===== src/rtl/arb_pkg.sv =====
// Shared types and sizes for the 8-way round-robin grant arbiter.
package arb_pkg;

    localparam int unsigned N_REQ = 8;
    localparam int unsigned IDX_W = 3;

    typedef enum logic [0:0] {
        IDLE = 1'b0,
        OWN  = 1'b1
    } arb_state_t;

endpackage : arb_pkg


===== src/rtl/decoder3to8.sv =====
// 3-to-8 one-hot decoder with enable; all outputs low when disabled.
module decoder3to8 (
    input  logic [2:0] in,
    input  logic       en,
    output logic [7:0] out
);

    always_comb begin
        out = 8'h00;
        if (en) begin
            out = 8'h01 << in;
        end
    end

endmodule : decoder3to8


===== src/rtl/rr_grant_arbiter8.sv =====
// Round-robin arbiter for 8 requesters with tenure hold limit and forced
// preemption; drives decoder3to8 to form the one-hot grant vector.
module rr_grant_arbiter8
    import arb_pkg::*;
#(
    parameter int unsigned MAX_HOLD = 16
) (
    input  logic               clk,
    input  logic               rst_n,
    input  logic [N_REQ-1:0]   req,
    output logic [IDX_W-1:0]   gnt_idx,
    output logic               gnt_en,
    output logic [N_REQ-1:0]   gnt,
    output logic               busy,
    output logic               timeout
);

    localparam int unsigned HOLD_W = $clog2(MAX_HOLD) + 1;

    arb_state_t         state, state_nxt;
    logic [IDX_W-1:0]   ptr, ptr_nxt;
    logic [IDX_W-1:0]   gnt_idx_nxt;
    logic               gnt_en_nxt;
    logic               timeout_nxt;
    logic [HOLD_W-1:0]  hold_cnt, hold_cnt_nxt;
    logic               hold_limit;

    // First set request scanning ptr, ptr+1, ... ptr+7 (mod 8); descending
    // loop leaves the nearest hit as the final assignment.
    function automatic logic [IDX_W-1:0] rr_pick(input logic [N_REQ-1:0] r,
                                                 input logic [IDX_W-1:0] p);
        logic [IDX_W-1:0] pick;
        logic [IDX_W-1:0] cand;
        pick = p;
        for (int k = N_REQ - 1; k >= 0; k--) begin
            cand = IDX_W'(p + IDX_W'(k));
            if (r[cand]) begin
                pick = cand;
            end
        end
        return pick;
    endfunction

    assign hold_limit = (hold_cnt == HOLD_W'(MAX_HOLD - 1));

    // State register and registered outputs
    always_ff @(posedge clk or negedge rst_n) begin
        if (!rst_n) begin
            state    <= IDLE;
            ptr      <= '0;
            gnt_idx  <= '0;
            gnt_en   <= 1'b0;
            timeout  <= 1'b0;
            hold_cnt <= '0;
        end else begin
            state    <= state_nxt;
            ptr      <= ptr_nxt;
            gnt_idx  <= gnt_idx_nxt;
            gnt_en   <= gnt_en_nxt;
            timeout  <= timeout_nxt;
            hold_cnt <= hold_cnt_nxt;
        end
    end

    // Next-state: pick a winner in IDLE, end tenure on release or hold limit
    always_comb begin
        state_nxt    = state;
        ptr_nxt      = ptr;
        gnt_idx_nxt  = gnt_idx;
        gnt_en_nxt   = gnt_en;
        timeout_nxt  = 1'b0;
        hold_cnt_nxt = hold_cnt;

        unique case (state)
            IDLE: begin
                if (|req) begin
                    gnt_idx_nxt  = rr_pick(req, ptr);
                    gnt_en_nxt   = 1'b1;
                    hold_cnt_nxt = '0;
                    state_nxt    = OWN;
                end
            end
            OWN: begin
                if (hold_cnt != '1) begin
                    hold_cnt_nxt = hold_cnt + HOLD_W'(1);
                end
                if (!req[gnt_idx] || hold_limit) begin
                    gnt_en_nxt  = 1'b0;
                    ptr_nxt     = IDX_W'(gnt_idx + IDX_W'(1));
                    state_nxt   = IDLE;
                    timeout_nxt = req[gnt_idx];
                end
            end
            default: begin
                state_nxt = IDLE;
            end
        endcase
    end

    // Output decode from registered state
    always_comb begin
        busy = (state == OWN);
    end

    decoder3to8 u_dec (
        .in  (gnt_idx),
        .en  (gnt_en),
        .out (gnt)
    );

endmodule : rr_grant_arbiter8


===== config.mk =====
export PLATFORM = sky130hd
export DESIGN_NAME = rr_grant_arbiter8
export DESIGN_NICKNAME = d
export VERILOG_FILES = /design/src/rtl/arb_pkg.sv /design/src/rtl/decoder3to8.sv /design/src/rtl/rr_grant_arbiter8.sv
export SDC_FILE = /design/constraint.sdc
export NUM_CORES = 1
export LEC_CHECK = 0
export BUFFER_PORTS_ARGS = -buffer_cell sky130_fd_sc_hd__buf_2
export CAP_MARGIN = 20
export CORE_ASPECT_RATIO = 1.75
export CORE_MARGIN = 1
export CORE_UTILIZATION = 31
export CTS_BUF_LIST = sky130_fd_sc_hd__clkbuf_4 sky130_fd_sc_hd__clkbuf_8 sky130_fd_sc_hd__clkbuf_16
export DETAILED_ROUTE_END_ITERATION = 6
export HOLD_SLACK_MARGIN = 0.02
export PLACE_DENSITY = 0.59
export RECOVER_POWER = 50
export SLEW_MARGIN = 20
export SYNTH_ARGS = -nofsm -noshare
export SYNTH_HDL_FRONTEND = slang
export SYNTH_SLANG_ARGS = --single-unit

===== constraint.sdc =====
create_clock -name clk -period 4.2 [get_ports clk]
set_clock_uncertainty 0.05 [all_clocks]
set_input_delay 1.26 -clock clk [delete_from_list [all_inputs] [get_ports clk]]
set_output_delay 1.26 -clock clk [all_outputs]
set_load 0.02 [all_outputs]

==> results.py, run 1 <==
metrics = {
    "placement": {
        "dp_hpwl_mm": 3.66,
        "gp_congestion": 0.916,
        "placed_area_um2": 2020,
        "io_buffers": 23,
    },
    "worst_setup_path": {
        "cpMaxStageDelayCell": "mux4_2",
        "slowest_delay_ps": 570,
        "path_cells": "clkbuf_1, mux4_2, or2_0, mux4_2, a2111oi_4, nor4_1, a211o_1",
        "cp_common_cell": "mux4_2",
        "end_kind": "register",
        "cp_data_required_time_ps": 4280,
        "crit_arrival_ps": 3450,
        "cp_max_fo": 10,
        "crit_path_start_kind": "primary input",
        "crit_type": "primary input to register",
    },
    "sta": {
        "min_period_ps": 3370,
        "max_freq_mhz": 297,
        "final.period_utilization_pct": 80.2,
        "tightestPinTransition_ps": 802,
        "setup-tns-final_ps": 0,
        "maxSlewHeadroom_pct": 46.6,
        "hold_slack_ps": 490,
        "slew_viol_final": 0,
        "setup_viol": 0,
        "finalHoldViolCount": 0,
        "rsz0062_at_grt": "false",
    },
    "min_path": {
        "hp-class": "register to register",
    },
    "routing": {
        "ant_nets": 0,
        "vias": 1591,
        "drtIter0Drc": 30,
        "wl_per_cell_um": 16.1,
        "firstDrtPassIters": 6,
        "wl_mm": 4.70,
        "drc_errors": 0,
        "viasPerCell": 5.45,
    },
    "logic_synthesis": {
        "ys.flop_type": "dfrtp_1",
        "syn_avg_cell_area_um2": 9.42,
        "async_flop_share_pct": 100,
        "synth_edf_count": 0,
        "ys_ff_latch": 14,
        "seq_area_frac_synth_pct": 18.8,
        "synth.distinct_cells": 44,
        "synthCells": 198,
        "yosysWarnings": 0,
        "synth_nets": 219,
        "synth_area_um2": 1870,
    },
    "power_and_ir_drop": {
        "seqPwrFrac_pct": 14.1,
        "pwr_density_cell_nw_per_um2": 919,
        "p_leak_nw": 0.896,
        "switchingPower_mw": 0.966,
        "p_int_mw": 0.936,
        "swShare_pct": 50.8,
        "clkPwrFrac_pct": 6.9,
        "pwr-share-comb_pct": 79.0,
        "peakVddDrop_mv": 0.338,
    },
    "global_route": {
        "grt_overflow": 0,
        "grt_max_degree": 24,
        "grtUsageTotal_pct": 16.0,
        "grt_pass1_wl_mm": 7.82,
        "antenna_found_initial": 0,
        "grt_pass1_vias": 1585,
    },
    "floorplan": {
        "initial_core_util_pct": 32.0,
        "fp-row-count": 37,
        "die_h_um": 105,
        "die-area_um2": 6340,
        "ios": 24,
        "die_w_um": 60.6,
        "core-area_um2": 5830,
    },
    "clock_tree": {
        "cts_hold_buf": 0,
        "cts_resized": 0,
        "insertion_delay_ps": 250,
        "cts_buffers": 3,
        "clock_path_buffers": 2,
        "cts.sinks": 14,
        "postCtsSetupBuffers": 0,
        "path_clk_slew_ps": 60,
        "clockRootBuffer": "clkbuf_8",
        "cts-htree-levels": 1,
        "cts_tree": "built",
    },
    "outcome": {
        "status": "finished, final reports clean",
    },
    "layout": {
        "fin_nets": 236,
        "final_cell_area_um2": 2070,
        "syn_to_final_growth_pct": 10.9,
        "drive_gt1_share_pct": 21.5,
        "antennaDiodeCount": 0,
        "fillers": 655,
    },
    "job": {
        "max-cap-violations": 0,
    },
}
metrics by stage:
stage / util (%) / power [mW] / instances / setup slack, ps
after global placement: 34.7 / 1.77 / 288 / 654
after floorplan: - / 1.45 / 198 / 709
after global routing: 35.5 / 2.05 / 292 / 755
after CTS: 35.6 / 1.91 / 292 / 865
final: 35.5 / 1.90 / 292 / 831
after detailed placement: 34.7 / 1.77 / 288 / 617
Yosys cell counts (2+ instances only):
cell      count  share of area [%]
dfrtp_1      14                 19
inv_1        13                2.6
nand2_1      13                2.6
o21ai_0      13                3.5
mux4_2       12                 14
ha_1         11                7.4
mux2_2       10                6.0
nor2_1       10                2.0
nand3_1       9                2.4
a21oi_1       8                2.1
and3_1        8                2.7
clkbuf_1      8                1.6
mux2i_1       8                4.3
nor3_1        5                1.3
and2_1        4                1.3
mux4_1        4                5.6
or2_0         4                1.3
xnor2_1       4                1.9
buf_6         3                1.8
nand2b_1      3                1.0
nor4_1        3                1.0
o211ai_1      3                1.2
a211o_1       2               0.94
a22oi_1       2               0.80
buf_2         2               0.54
mux2_1        2                1.2
or2b_1        2               0.80
or3_1         2               0.67
registers in the layout, indices dropped and copies added (netlist names):
register,flops
timeout,1
gnt_en,1
ptr,3
gnt_idx,3
busy,1
hold_cnt,5
worst max-delay path, delay by kind of cell:
| family | cells | cell delay [ps] |
|---|---|---|
| muxes | 2 | 1070 |
| AOI/OAI and AO/OA | 2 | 590 |
| and+or+nand+nor | 2 | 330 |
| buffers and inverters | 1 | 190 |
power groups by stage:
| stage | clock network, mW | registers (mW) | logic [mW] |
|---|---|---|---|
| detailed placement | 0 | 0.270 | 1.50 |
| CTS | 0.136 | 0.267 | 1.51 |
| global route | 0.142 | 0.276 | 1.64 |
| finish | 0.132 | 0.268 | 1.50 |
| global placement | 0 | 0.267 | 1.50 |
| floorplan | 0 | 0.282 | 1.17 |
worst paths after layout:
path	from	to	slack [ps]	cells past startpoint
setup / recovery	req[2]	gnt_idx[1]	830	7
hold / removal	hold_cnt[0]	hold_cnt[0]	490	1
setup reg to reg	ptr[1]	gnt_idx[1]	870	8
hold reg to reg	hold_cnt[0]	hold_cnt[0]	490	1
max in group asynchronous	rst_n	gnt_idx[1]	2580	1
min in group asynchronous	rst_n	hold_cnt[1]	1020	1
logic make-up after synthesis:
logic type      synth area share (%)
simple gates                    17.2
flops                           18.8
mux                             31.7
fa+ha+maj                       7.38
xor+xnor                        2.35
buf+inv                         6.77
compound gates                  15.8
routing by layer:
layer	vias to the layer above	part of all wire, %	GRT usage, %
met3	10	1.6	1.49
met1	784	39	18.1
met5	-	0	0
met4	0	2.4	5.68
met2	19	57	29.4
li1	778	-	-
layout make-up:
cell class	instances	area [um^2]	area share, %
Clock buffer	4	55.1	2.66
Timing Repair Buffer	26	128	6.17
Inverter	13	48.8	2.36
Tap cell	78	97.6	4.72
Sequential cell	14	350	16.9
Multi-Input combinational cell	157	1390	67.2
placed cells by master (no fill, tap or decap), types with 9 or more instances in the layout:
cell type  Yosys  layout
nand2_1       13      13
mux2_2        10      10
nand3_1        9       9
mux4_2        12      12
o21ai_0       13      13
nor2_1        10      10
ha_1          11      11
buf_2          2      15
dfrtp_1       14      14
inv_1         13      13
Power figures use the tool's default switching activity.
==> run 2: changes to the inputs <==
PLACE_DENSITY = 0.61   (was 0.59)
clock period = 2.94 ns   (was 4.2 ns; I/O delays follow)
==> run 2 against run 1 <==
Effect of this change: power up 61%; first-iteration DRC count up 67%; flip-flop and latch count unchanged; register-to-register slack worse by 770 ps; via count up 9.4%; count of clock-buffer cells in the layout unchanged; cell area up 10%; critical path type is now register to register; largest power group unchanged; highest routed layer unchanged.
==> results.py, run 2 (synthesized netlist as in run 1, its figures left out) <==
metrics = {
    "outcome": {
        "status": "finished, final reports clean",
    },
    "global_route": {
        "grt_overflow": 0,
        "grt_max_degree": 20,
        "grtUsageTotal_pct": 17.4,
        "grt_pass1_wl_mm": 8.36,
        "antenna_found_initial": 0,
        "grt_pass1_vias": 1733,
    },
    "power_and_ir_drop": {
        "p_int_mw": 1.60,
        "swShare_pct": 47.8,
        "seqPwrFrac_pct": 12.7,
        "pwr_density_cell_nw_per_um2": 1340,
        "peakVddDrop_mv": 0.942,
        "switchingPower_mw": 1.46,
        "pwr-share-comb_pct": 80.9,
        "p_leak_nw": 1.03,
        "clkPwrFrac_pct": 6.3,
        "fin_total_pwr_mw": 3.06,
    },
    "floorplan": {
        "fp-row-count": 37,
        "die-area_um2": 6340,
        "core-area_um2": 5830,
        "die_h_um": 105,
        "initial_core_util_pct": 32.0,
        "ios": 24,
        "die_w_um": 60.6,
    },
    "layout": {
        "reg_top3": "hold_cnt (5), gnt_idx (3), ptr (3)",
        "multi_input_comb_area_um2": 1430,
        "antennaDiodeCount": 0,
        "layout_common_cells": "buf_4 (26), buf_2 (16), dfrtp_1 (14)",
        "final_common_cell": "buf_4",
        "fin_util_pct": 39.2,
        "drive_gt1_share_pct": 31.6,
        "fillers": 626,
        "fin_nets": 259,
        "top_register": "hold_cnt",
        "largest_reg_flops": 5,
        "syn_to_final_growth_pct": 22.5,
        "seqCellArea_um2": 350,
        "layoutNonFillerInstCount": 315,
    },
    "sta": {
        "finalHoldViolCount": 0,
        "min_period_ps": 2840,
        "final.period_utilization_pct": 96.6,
        "hold_slack_ps": 489,
        "rsz0062_at_grt": "false",
        "setup_viol": 0,
        "slew_viol_final": 0,
        "maxSlewHeadroom_pct": 46.1,
        "tightestPinTransition_ps": 808,
        "max_freq_mhz": 352,
        "finalWorstSetupSlack_ps": 98.6,
    },
    "clock_tree": {
        "cts.sinks": 14,
        "postCtsSetupBuffers": 0,
        "cts_resized": 0,
        "cts_tree": "built",
        "cts_hold_buf": 0,
        "insertion_delay_ps": 250,
        "path_clk_slew_ps": 60,
        "cts-htree-levels": 1,
        "cts_buffers": 3,
        "clock_path_buffers": 2,
        "clockRootBuffer": "clkbuf_8",
    },
    "routing": {
        "vias": 1740,
        "drc_errors": 0,
        "ant_nets": 0,
        "firstDrtPassIters": 4,
        "wl_mm": 5.04,
        "drtIter0Drc": 50,
        "wl_per_cell_um": 16.0,
        "viasPerCell": 5.52,
    },
    "placement": {
        "io_buffers": 23,
        "dp_hpwl_mm": 4.04,
        "dpl.cell_count": 311,
        "gp_congestion": 0.921,
        "pre_cts_ws_ps": -151,
    },
    "min_path": {
        "hp-class": "register to register",
    },
    "job": {
        "max-cap-violations": 0,
    },
    "worst_setup_path": {
        "cp_data_required_time_ps": 3030,
        "crit_arrival_ps": 2930,
        "end_kind": "register",
        "crit_type": "register to register",
        "cp_max_fo": 7,
        "r2r_setup_slack_ps": 100,
        "crit_path_start_kind": "register",
    },
}
==> run 2: final timing paths <==
path	startpoint	end	cells past startpoint
worst max-delay path	ptr[0]	gnt_idx[1]	8
worst min-delay path	hold_cnt[1]	hold_cnt[1]	2
worst max register to register	ptr[0]	gnt_idx[1]	8
worst min register to register	hold_cnt[1]	hold_cnt[1]	2
max in group asynchronous	rst_n	gnt_en	1
min in group asynchronous	rst_n	ptr[0]	1
==> run 2: metrics by stage <==
step	TNS [ps]	cell area (um^2)
after floorplan	-218	1940
after global placement	-157	2230
after detailed placement	-194	2230
after CTS	0	2290
after global routing	0	2280
final	0	2280
==> run 2: power groups by stage <==
stage	combinational, mW	clock, mW	sequential, mW
floorplan	1.81	0	0.403
global placement	2.45	0	0.391
detailed placement	2.47	0	0.396
CTS	2.48	0.195	0.394
global route	2.68	0.207	0.410
finish	2.48	0.194	0.390
==> run 2: worst max-delay path, cell delays in order, from the launching register on <==
cell and delay (ps):
dfrtp_1 410, inv_6 50, ha_4 340, mux2_4 310, mux4_2 520, or3_4 400
a2111oi_4 330, nor4_1 90, a211o_1 220
==> run 2: per-layer routing <==
layer	wire [um]	vias to the layer above	GRT usage, %
met5	0	-	0
met4	211	0	7.79
met3	160	16	1.98
met2	2860	49	31.5
met1	1800	856	19.2
li1	-	819	-
==> run 2: area by class of cell <==
| class | instances | area share (%) |
|---|---|---|
| Multi-Input combinational cell | 157 | 62.4 |
| Sequential cell | 14 | 15.3 |
| Timing Repair Buffer | 49 | 13.2 |
| Tap cell | 78 | 4.27 |
| Clock buffer | 4 | 2.41 |
| Inverter | 13 | 2.35 |
==> run 3: changes to the inputs <==
BUFFER_PORTS_ARGS = -buffer_cell sky130_fd_sc_hd__clkbuf_2   (was -buffer_cell sky130_fd_sc_hd__buf_2)
CTS_BUF_LIST = sky130_fd_sc_hd__clkbuf_4   (was sky130_fd_sc_hd__clkbuf_4 sky130_fd_sc_hd__clkbuf_8 sky130_fd_sc_hd__clkbuf_16)
==> run 3 against run 2 <==
Effect of this change: sequential share of layout area grew 0.19 points; worst setup slack got worse by 33 ps; fmax shrank 1.2%; global-route usage is essentially flat.
==> results.py, run 3 (synthesized netlist as in run 1, its figures left out) <==
metrics = {
    "min_path": {
        "hp-class": "register to register",
    },
    "worst_setup_path": {
        "end_kind": "register",
        "cp_max_fo": 8,
        "cp_data_required_time_ps": 3070,
        "crit_path_start_kind": "register",
        "crit_arrival_ps": 3000,
        "crit_type": "register to register",
    },
    "global_route": {
        "grt_pass1_vias": 1727,
        "grtUsageTotal_pct": 17.4,
        "grt_max_degree": 22,
        "antenna_found_initial": 0,
        "grt_pass1_wl_mm": 8.40,
        "grt_overflow": 0,
    },
    "power_and_ir_drop": {
        "peakVddDrop_mv": 0.644,
        "pwr_density_cell_nw_per_um2": 1340,
        "p_leak_nw": 1.01,
        "fin_total_pwr_mw": 3.02,
    },
    "floorplan": {
        "initial_core_util_pct": 32.0,
        "core-area_um2": 5830,
        "ios": 24,
        "die_h_um": 105,
        "die-area_um2": 6340,
        "fp-row-count": 37,
        "die_w_um": 60.6,
    },
    "clock_tree": {
        "insertion_delay_ps": 290,
        "cts.sinks": 14,
        "cts_buffers": 3,
        "clockRootBuffer": "clkbuf_4",
        "path_clk_slew_ps": 90,
        "postCtsSetupBuffers": 0,
        "clock_path_buffers": 2,
        "cts-htree-levels": 1,
        "cts_tree": "built",
    },
    "sta": {
        "setup-tns-final_ps": 0,
        "setup_viol": 0,
        "slew_viol_final": 0,
        "maxSlewHeadroom_pct": 44.6,
        "finalHoldViolCount": 0,
        "rsz0062_at_grt": "false",
        "tightestPinTransition_ps": 832,
        "final.period_utilization_pct": 97.8,
        "min_period_ps": 2870,
        "max_freq_mhz": 348,
    },
    "layout": {
        "antennaDiodeCount": 0,
        "syn_to_final_growth_pct": 21.0,
        "layout_common_cells": "buf_4 (24), clkbuf_2 (17), dfrtp_1 (14)",
        "multi_input_comb_area_um2": 1440,
        "fillers": 647,
        "fin_nets": 257,
        "top_register": "hold_cnt",
        "largest_reg_flops": 5,
        "final_common_cell": "buf_4",
        "drive_gt1_share_pct": 31.5,
        "reg_top3": "hold_cnt (5), gnt_idx (3), ptr (3)",
        "seqCellArea_um2": 350,
        "fin_util_pct": 38.7,
    },
    "routing": {
        "drc_errors": 0,
        "drtIter0Drc": 59,
        "ant_nets": 0,
        "viasPerCell": 5.57,
        "wl_per_cell_um": 16.5,
        "firstDrtPassIters": 4,
        "wl_mm": 5.17,
        "vias": 1743,
    },
    "placement": {
        "gp_congestion": 0.951,
        "io_buffers": 23,
        "dp_hpwl_mm": 4.11,
    },
    "outcome": {
        "status": "finished, final reports clean",
    },
    "job": {
        "max-cap-violations": 0,
    },
}
## run 3: cell types whose count changed in the layout (fill, tap and decap cells not counted), moves of 2 or more
cell,before,now
buf_2,16,0
buf_4,26,24
clkbuf_2,0,17
clkbuf_4,0,3
clkbuf_8,4,0
## run 3: metal layers
metal | share of wire, % | track usage, % | vias up
li1 | - | - | 819
met1 | 37 | 18.7 | 864
met2 | 57 | 33.0 | 51
met3 | 2.3 | 1.49 | 9
met4 | 3.2 | 6.33 | 0
met5 | 0 | 0 | -
## run 3: worst paths after layout
check,cells past startpoint,to,start,slack [ps]
setup / recovery,8,gnt_idx[1],ptr[0],70
hold / removal,2,hold_cnt[4],hold_cnt[4],490
setup reg to reg,8,gnt_idx[1],ptr[0],70
hold reg to reg,2,hold_cnt[4],hold_cnt[4],490
max in group asynchronous,1,busy,rst_n,1720
min in group asynchronous,1,hold_cnt[1],rst_n,610
## run 3: power by group
part | internal [mW] | total (mW) | leakage [nW] | switching, mW
combinational | 1.20 | 2.50 | 0.819 | 1.30
clock | 0.0493 | 0.118 | 0.0154 | 0.0687
sequential | 0.276 | 0.395 | 0.172 | 0.119
total | 1.53 | 3.02 | 1.01 | 1.49
## run 3: worst max-delay path: stages, from the launching register on
cell and delay (ps):
dfrtp_1 420, inv_6 50, ha_4 340, mux2_4 310
mux4_2 520, or3_4 400, a2111oi_4 340, nor4_1 100
a211o_1 220
## run 3: cell type report
cell class / count / area share (%)
inverter: 13 / 2.38
clock inverter: 1 / 0.166
tap: 78 / 4.32
multi-input combinational: 157 / 63.9
timing repair buffer: 47 / 12.7
sequential: 14 / 15.5
clock buffer: 3 / 0.998
## run 3: per-stage QoR
step | instances | cell area, um^2 | hold WS [ps] | setup slack [ps]
2_1_floorplan | 198 | 1940 | 440 | -218
3_3_place_gp | 309 | 2220 | 461 | -124
3_5_place_dp | 309 | 2220 | 474 | -161
4_1_cts | 313 | 2240 | 449 | 24.8
5_1_grt | 313 | 2260 | 545 | 1.95
6_report | 313 | 2260 | 494 | 65.4
## run 3: repair_timing
item,CTS,global route
hold buffers,0,0
endpoints found under the setup margin,0,2
hold endpoints to repair,0,0
resized for setup,0,3
